[src/rtl/ldpc_lift_sel.sv]
// ldpc_lift_sel: one-candidate-per-cycle search for the smallest 5G NR lifting size Zc with Kb*Zc >= K'.
// Build option LIFT_SEL_EARLY_EXIT_EN: abandon a lifting set once no later candidate in it can improve.
module ldpc_lift_sel #(
  parameter int ZC_MAX = 384,
  parameter int KP_W   = 14
) (
  input  logic            clk,
  input  logic            reset_n,
  input  logic            req_valid,
  output logic            req_ready,
  input  logic [KP_W-1:0] kprime,
  input  logic            bg2_sel,
  output logic [8:0]      zc,
  output logic [2:0]      ils_selected,
  output logic [4:0]      kb,
  output logic            bg1_valid,
  output logic            bg2_valid,
  output logic            lift_err,
  output logic            busy
);
  localparam int PW = (KP_W > 16) ? KP_W : 16;

  typedef enum logic [1:0] {IDLE, SEARCH, DONE} state_e;

  state_e          state_q, state_d;
  logic [5:0]      idx_q, idx_d;
  logic [KP_W-1:0] kp_q, kp_d;
  logic            bg2_q, bg2_d;
  logic [4:0]      kbl_q, kbl_d;
  logic [8:0]      best_zc_q, best_zc_d;
  logic [2:0]      best_ils_q, best_ils_d;
  logic [8:0]      zc_q, zc_d;
  logic [2:0]      ils_q, ils_d;
  logic [4:0]      kb_q, kb_d;
  logic            bg1_vld_q, bg1_vld_d;
  logic            bg2_vld_q, bg2_vld_d;
  logic            err_q, err_d;
  logic            busy_q, busy_d;

  logic [2:0]      cand_ils, cand_j;
  logic [3:0]      gen;
  logic [10:0]     cand_z;
  logic [PW-1:0]   prod;
  logic            over, fit, last;
  logic [4:0]      kb_req;

  assign cand_ils = idx_q[5:3];
  assign cand_j   = idx_q[2:0];

  always_comb begin
    case (cand_ils)
      3'd0:    gen = 4'd2;
      3'd1:    gen = 4'd3;
      3'd2:    gen = 4'd5;
      3'd3:    gen = 4'd7;
      3'd4:    gen = 4'd9;
      3'd5:    gen = 4'd11;
      3'd6:    gen = 4'd13;
      default: gen = 4'd15;
    endcase
  end

  // Product is kept wider than 14 bits so out-of-range candidates cannot alias into a false fit.
  assign cand_z = {7'd0, gen} << cand_j;
  assign prod   = PW'(kbl_q) * PW'(cand_z);
  assign over   = cand_z > 11'(ZC_MAX);
  assign fit    = !over && (prod >= PW'(kp_q)) && (cand_z < {2'b00, best_zc_q});

`ifdef LIFT_SEL_EARLY_EXIT_EN
  logic [2:0] jmax;
  always_comb begin
    case (cand_ils)
      3'd0, 3'd1:       jmax = 3'd7;
      3'd2:             jmax = 3'd6;
      3'd3, 3'd4, 3'd5: jmax = 3'd5;
      default:          jmax = 3'd4;
    endcase
  end
`endif

  always_comb begin
    if (!bg2_sel)                   kb_req = 5'd22;
    else if (kprime > KP_W'(640))   kb_req = 5'd10;
    else if (kprime > KP_W'(560))   kb_req = 5'd9;
    else if (kprime > KP_W'(192))   kb_req = 5'd8;
    else                            kb_req = 5'd6;
  end

  always_comb begin
    state_d    = state_q;
    idx_d      = idx_q;
    kp_d       = kp_q;
    bg2_d      = bg2_q;
    kbl_d      = kbl_q;
    best_zc_d  = best_zc_q;
    best_ils_d = best_ils_q;
    zc_d       = zc_q;
    ils_d      = ils_q;
    kb_d       = kb_q;
    bg1_vld_d  = 1'b0;
    bg2_vld_d  = 1'b0;
    err_d      = 1'b0;
    busy_d     = busy_q;
    last       = 1'b0;
    case (state_q)
      IDLE: begin
        if (req_valid) begin
          kp_d       = kprime;
          bg2_d      = bg2_sel;
          kbl_d      = kb_req;
          idx_d      = 6'd0;
          best_zc_d  = 9'h1FF;
          best_ils_d = 3'd0;
          busy_d     = 1'b1;
          state_d    = SEARCH;
        end
      end
      SEARCH: begin
        if (fit) begin
          best_zc_d  = cand_z[8:0];
          best_ils_d = cand_ils;
        end
`ifdef LIFT_SEL_EARLY_EXIT_EN
        if (fit || over || (cand_j == jmax)) begin
          idx_d = {cand_ils + 3'd1, 3'b000};
          last  = (cand_ils == 3'd7);
        end else begin
          idx_d = idx_q + 6'd1;
        end
`else
        idx_d = idx_q + 6'd1;
        last  = (idx_q == 6'd63);
`endif
        // Result is registered on the edge that evaluates the final candidate.
        if (last) begin
          state_d = DONE;
          if (best_zc_d != 9'h1FF) begin
            zc_d      = best_zc_d;
            ils_d     = best_ils_d;
            kb_d      = kbl_q;
            bg1_vld_d = !bg2_q;
            bg2_vld_d = bg2_q;
          end else begin
            zc_d  = 9'd0;
            ils_d = 3'd0;
            err_d = 1'b1;
          end
        end
      end
      default: begin
        busy_d  = 1'b0;
        state_d = IDLE;
      end
    endcase
  end

  always_ff @(posedge clk or negedge reset_n) begin
    if (!reset_n) begin
      state_q    <= IDLE;
      idx_q      <= 6'd0;
      kp_q       <= '0;
      bg2_q      <= 1'b0;
      kbl_q      <= 5'd0;
      best_zc_q  <= 9'h1FF;
      best_ils_q <= 3'd0;
      zc_q       <= 9'd0;
      ils_q      <= 3'd0;
      kb_q       <= 5'd0;
      bg1_vld_q  <= 1'b0;
      bg2_vld_q  <= 1'b0;
      err_q      <= 1'b0;
      busy_q     <= 1'b0;
    end else begin
      state_q    <= state_d;
      idx_q      <= idx_d;
      kp_q       <= kp_d;
      bg2_q      <= bg2_d;
      kbl_q      <= kbl_d;
      best_zc_q  <= best_zc_d;
      best_ils_q <= best_ils_d;
      zc_q       <= zc_d;
      ils_q      <= ils_d;
      kb_q       <= kb_d;
      bg1_vld_q  <= bg1_vld_d;
      bg2_vld_q  <= bg2_vld_d;
      err_q      <= err_d;
      busy_q     <= busy_d;
    end
  end

  assign req_ready    = !busy_q;
  assign busy         = busy_q;
  assign zc           = zc_q;
  assign ils_selected = ils_q;
  assign kb           = kb_q;
  assign bg1_valid    = bg1_vld_q;
  assign bg2_valid    = bg2_vld_q;
  assign lift_err     = err_q;
endmodule

[config.mk]
export PLATFORM = sky130hd
export DESIGN_NAME = ldpc_lift_sel
export DESIGN_NICKNAME = d
export VERILOG_FILES = /design/src/rtl/ldpc_lift_sel.sv
export SDC_FILE = /design/constraint.sdc
export NUM_CORES = 1
export LEC_CHECK = 0
export CORE_UTILIZATION = 54
export DETAILED_ROUTE_END_ITERATION = 12
export PLACE_DENSITY = 0.85
export SYNTH_ARGS = -nofsm -noshare
export SYNTH_HDL_FRONTEND = slang
export SYNTH_SLANG_ARGS = --single-unit
export TNS_END_PERCENT = 30
[constraint.sdc]
create_clock -name clk -period 6.7 [get_ports clk]
set_clock_uncertainty 0.2 [all_clocks]
set_input_delay 0.67 -clock clk [delete_from_list [all_inputs] [get_ports clk]]
set_output_delay 0.67 -clock clk [all_outputs]
set_load 0.05 [all_outputs]
==> metrics.txt, run 1 <==
HPWL after detailed placement 9340 um; Leakage Power 3.13 nW; worst-margin pin slew 0.813 ns; CP max stage delay 0.55 ns; via/cell ratio 5.81; Syn-to-layout area delta 25.9%; clock-pin slew on the worst setup and hold paths 0.08 ns; Peak Freq 152 MHz; Yosys cell types 59; Power Dens Cells 555 mW/mm^2; Setup TNS 0 ns; register area 0.00154 mm^2; Synth async-reset ratio 1.00; Post-synth EDFFs 0; Mapped Area 0.00515 mm^2; most frequent cells in the layout nand2_1 (80), inv_1 (64), dfrtp_1 (49); GP Congestion 0.875; cts bufs inserted 9; fin area 0.00649 mm^2; Finished Layout Cells 785; Setup WS pre-CTS -0.121 ns; nets 743; CP startpoint kind flip-flop; register bit count reported by yosys 61; status complete, no violations; CP Max Fanout 7; placed cell count 750; yosys warns 0; layout cells sized above 1 0.223; sequential fraction of the synthesis area 0.298; clk sinks 61; final setup margin 0.100 ns; fin crit share 0.985; WL final 13700 um; core box area 0.00924 mm^2; vias in the first global route 4513; Initial DRC Count 239; overall power of the completed layout 0.00360 W; Pins Over Slew Limit 0; maximum buffer depth of the clock tree 2; Multi-input gate area 0.00348 mm^2; initial antenna violation count 0; Final min period 6.60 ns; via count 4561; PortBufs 39; critical path type flip-flop to flip-flop; Mapped Avg Cell Area 9.01 um^2; Initial Util 0.558; prevailing post-synth register cell dfrtp_1; fillers 662; critical path buffer and inverter count 4; DRC 0; CP max stage cell fa_1; Hold Path Class flip-flop to flip-flop; endpoint class of the critical path flip-flop; Chip Width 99.7 um; WL/cell 17.4 um; antenna cells 0; Worst EP arrival 6.62 ns; Setup-failing EPs final 0; Post-Synthesis Cells 572; Peak VDD IR 0.000245 V; gr usage total 0.274; Fin. Hold Viols 0; commonest non-fill, non-tap cell in the layout nand2_1; Die H 99.7 um; worst path required time 6.72 ns; grt ovf 0; I/O pins 40; syn nets 664; Slew headroom 0.457; global-route wire length before repair 21200 um; Clk Latency, worst-skew pair 0.35 ns; die area 0.00994 mm^2; H-tree lvl count 3; DR pass1 iterations 5; CTS tree built; cts hold-fix bufs 0; Root Buffer clkbuf_8; Placed Area 0.00585 mm^2; Site Rows 35; antenna-violating nets left 0; pin count of the biggest net entering global routing 62; Max Cap Viol 0; Top delay family on crit path compound AO/OA/AOI/OAI gates
[synth_stat cells (all sizes together) (7+ instances only)]
| cell type | number | share of area |
|---|---|---|
| nand2 | 80 | 0.058 |
| inv | 65 | 0.047 |
| o21ai | 53 | 0.059 |
| dfrtp | 52 | 0.25 |
| ha | 47 | 0.11 |
| and2 | 37 | 0.045 |
| a21oi | 27 | 0.027 |
| fa | 27 | 0.10 |
| nor2 | 20 | 0.015 |
| clkbuf | 18 | 0.013 |
| o22a | 11 | 0.019 |
| xnor2 | 11 | 0.019 |
| and3 | 9 | 0.012 |
| dfstp | 9 | 0.046 |
| nand3 | 9 | 0.0087 |
| a2bb2oi | 7 | 0.012 |
| buf | 7 | 0.011 |
| mux2 | 7 | 0.020 |
| nor2b | 7 | 0.0085 |
[flip-flops by register name, indices dropped and copies added, names as in the netlist]
register	count
kbl_q	5
bg2_q	1
lift_err	1
bg2_valid	1
kb	5
kp_q	14
best_zc_q	9
ils_selected	3
idx_q	6
state_q	2
best_ils_q	3
busy	1
zc	9
bg1_valid	1
[layer usage]
metal,up-vias,GRT usage,share of wire
met5,-,0,0
met3,49,0.0485,0.048
li1,2103,-,-
met1,2238,0.347,0.42
met4,0,0.112,0.036
met2,171,0.463,0.49
[kinds of logic (layout without fill, tap and decap cells)]
| family | after synthesis | after routing | share of synthesized area |
|---|---|---|---|
| AOI/OAI and AO/OA | 136 | 136 | 0.183 |
| buffers and inverters | 90 | 174 | 0.0719 |
| muxes | 11 | 11 | 0.0274 |
| and+or+nand+nor | 188 | 188 | 0.179 |
| DFF | 61 | 61 | 0.298 |
| xor gates and xnor gates | 12 | 12 | 0.0204 |
| adders and majority gates | 74 | 74 | 0.219 |
[metrics by stage]
stage | utilization | hold WS [ns]
detailed placement | 0.633 | 0.224
floorplan | - | 0.174
global placement | 0.633 | 0.219
CTS | 0.664 | 0.233
global route | 0.702 | 0.260
finish | 0.702 | 0.228
[area by class of cell]
class,count,area share
Sequential cell,61,0.238
Tap cell,129,0.0249
Inverter,65,0.0376
Timing Repair Buffer,93,0.128
Clock inverter,6,0.0145
Multi-Input combinational cell,421,0.536
Clock buffer,10,0.0212
[power by group]
| group | internal [W] | switching (W) |
|---|---|---|
| combinational | 0.00123 | 0.00141 |
| clock | 0.000222 | 0.000161 |
| sequential | 0.000481 | 0.000102 |
| total | 0.00193 | 0.00167 |
[final timing paths]
path / startpoint / endpoint / slack [ns] / cells after the start
max: idx_q[0] / kb[3] / 0.1 / 27
min: bg2_q / bg1_valid / 0.23 / 1
max reg2reg: idx_q[0] / kb[3] / 0.1 / 27
min reg2reg: bg2_q / bg1_valid / 0.23 / 1
max in group asynchronous: reset_n / idx_q[1] / 5.50 / 2
min in group asynchronous: reset_n / busy / 0.28 / 2
[what timing repair did]
item,4_1_cts,5_1_grt
resized for setup,8,48
pin swaps,2,29
endpoints found under the setup margin,29,32
setup buffers,2,17
No activity file was read; power rests on OpenSTA's default activity.
==> inputs of run 2 (changes only) <==
--- a/config.mk
+++ b/config.mk
@@ -5,6 +5,7 @@
 export SDC_FILE = /design/constraint.sdc
 export NUM_CORES = 1
 export LEC_CHECK = 0
+export ABC_AREA = 1
 export CORE_UTILIZATION = 54
 export DETAILED_ROUTE_END_ITERATION = 12
 export PLACE_DENSITY = 0.85
==> run 2 against run 1 <==
Wire length down 10%. Sequential share of layout area up 0.79 points. Synthesized area up 1.7%. Utilization down 3.0 points. Critical endpoint is now kb[1]. Synthesized cell count up 18%. Worst setup slack better by 0.15 ns. Die area up 1.6%. Register-to-register slack better by 0.15 ns. Final area down 3.3%. Via count up 0.77%.
==> metrics.txt, run 2 <==
status complete, no violations; grt ovf 0; top cells by area, synth dfrtp_1 (25%), ha_1 (11%), nand2_1 (11%); Initial DRC Count 203; WL final 12300 um; Initial Util 0.562; critical path type flip-flop to flip-flop; clk sinks 61; Hold Path Class flip-flop to flip-flop; routed length on met1 4990 um; worst-margin pin slew 0.753 ns; Mapped Avg Cell Area 7.77 um^2; nets 829; Setup-failing EPs final 0; maximum buffer depth of the clock tree 2; Mapped Area 0.00524 mm^2; Synth async-reset ratio 1.00; Clk Latency, worst-skew pair 0.35 ns; max FFs per register 14; gr usage total 0.255; CP Max Fanout 10; Peak Freq 155 MHz; prevailing post-synth register cell dfrtp_1; Placed Area 0.00575 mm^2; Hold WS 0.226 ns; Syn-to-layout area delta 19.8%; via count 4596; pin count of the biggest net entering global routing 62; HPWL after detailed placement 9080 um; core box area 0.00933 mm^2; die area 0.0101 mm^2; Post-Synthesis Cells 674; Site Rows 35; fin area 0.00627 mm^2; GP Congestion 0.938; Worst R2R Setup Slack 0.25 ns; Final min period 6.45 ns; cts hold-fix bufs 0; Slew headroom 0.498; CTS tree built; Post-synth EDFFs 0; I/O pins 40; WL/cell 14.1 um; commonest non-fill, non-tap cell in the layout nand2_1; Yosys cell types 47; antenna-violating nets left 0; Max Cap Viol 0; most frequent CP cell nand2_1; most numerous cell in the Yosys netlist nand2_1; utilization after layout 0.673; global-route wire length before repair 20300 um; Fin. Hold Viols 0; H-tree lvl count 3; Worst EP arrival 6.49 ns; Root Buffer clkbuf_8; sequential fraction of the synthesis area 0.294; antenna cells 0; Chip Width 100 um; vias in the first global route 4504; register bit count reported by yosys 61; Yosys top cell by area dfrtp_1; CP startpoint kind flip-flop; met3 WL 461 um; Die H 100 um; initial antenna violation count 0; Synth top cells by count nand2_1 (156), inv_1 (116), nor2_1 (63), dfrtp_1 (52), ha_1 (47); fin crit share 0.963; met2 WL 6490 um; clock-pin slew on the worst setup and hold paths 0.08 ns; CP max stage cell fa_1; CP max stage delay 0.56 ns; DR pass1 iterations 5; post-synth top area share 0.248; Reg with most FFs kp_q; syn nets 766; Finished Layout Cells 871; worst path required time 6.74 ns; most frequent cells in the layout nand2_1 (156), inv_1 (115), nor2_1 (57); placed cell count 835; max layer used met4; cts bufs inserted 9; fillers 782; layout cells sized above 1 0.166; Pins Over Slew Limit 0; yosys warns 0; DRC 0; endpoint class of the critical path flip-flop; via/cell ratio 5.28; PortBufs 39
## run 2: path summary, 6_finish.rpt
check / from / end / cells past startpoint
setup reg to reg: idx_q[5] / kb[1] / 35
min in group asynchronous: reset_n / idx_q[4] / 2
setup / recovery: idx_q[5] / kb[1] / 35
hold reg to reg: bg2_q / bg1_valid / 1
max in group asynchronous: reset_n / idx_q[0] / 2
hold / removal: bg2_q / bg1_valid / 1
## run 2: worst max-delay path: cells and delay by family (launching register included)
kind            cells  cell delay [ns]
compound gates      5             0.74
xor+xnor            1             0.17
fa+ha+maj           5             2.14
buf+inv             6             0.63
flops               1             0.44
simple gates       18             2.05
## run 2: area by class of cell
| cell class | count | area (um^2) | share of cell area |
|---|---|---|---|
| Sequential cell | 61 | 1540 | 0.246 |
| Clock buffer | 11 | 151 | 0.0241 |
| Multi-Input combinational cell | 473 | 3290 | 0.524 |
| Inverter | 129 | 485 | 0.0774 |
| Clock inverter | 5 | 81.3 | 0.0130 |
| Tap cell | 129 | 161 | 0.0257 |
| Timing Repair Buffer | 63 | 566 | 0.0901 |
## run 2: metal layers
layer / track usage / vias up
li1: - / 2255
met1: 0.306 / 2190
met2: 0.463 / 121
met3: 0.0361 / 30
met4: 0.0970 / 0
met5: 0 / -
## run 2: what timing repair did
item	in CTS	in global routing
buffers inserted	0	19
endpoints found under the setup margin	0	20
gates resized for setup	0	30
## run 2: cell families after synthesis
group | count (synthesis) | share of synthesized area
compound gates | 78 | 0.0872
xor+xnor | 10 | 0.0167
fa+ha+maj | 74 | 0.215
buf+inv | 141 | 0.107
flops | 61 | 0.294
simple gates | 310 | 0.280
## run 2: per-stage QoR
step,setup TNS [ns],setup slack (ns)
2_1_floorplan,0,0.905
3_3_place_gp,0,0.319
3_5_place_dp,0,0.158
4_1_cts,0,0.0733
5_1_grt,-1.04,-0.111
6_report,0,0.247
Power of run 2 is left out: the tool's default activity adds up to more than one toggle a clock period on the data nets, which glitch-free logic cannot reach.
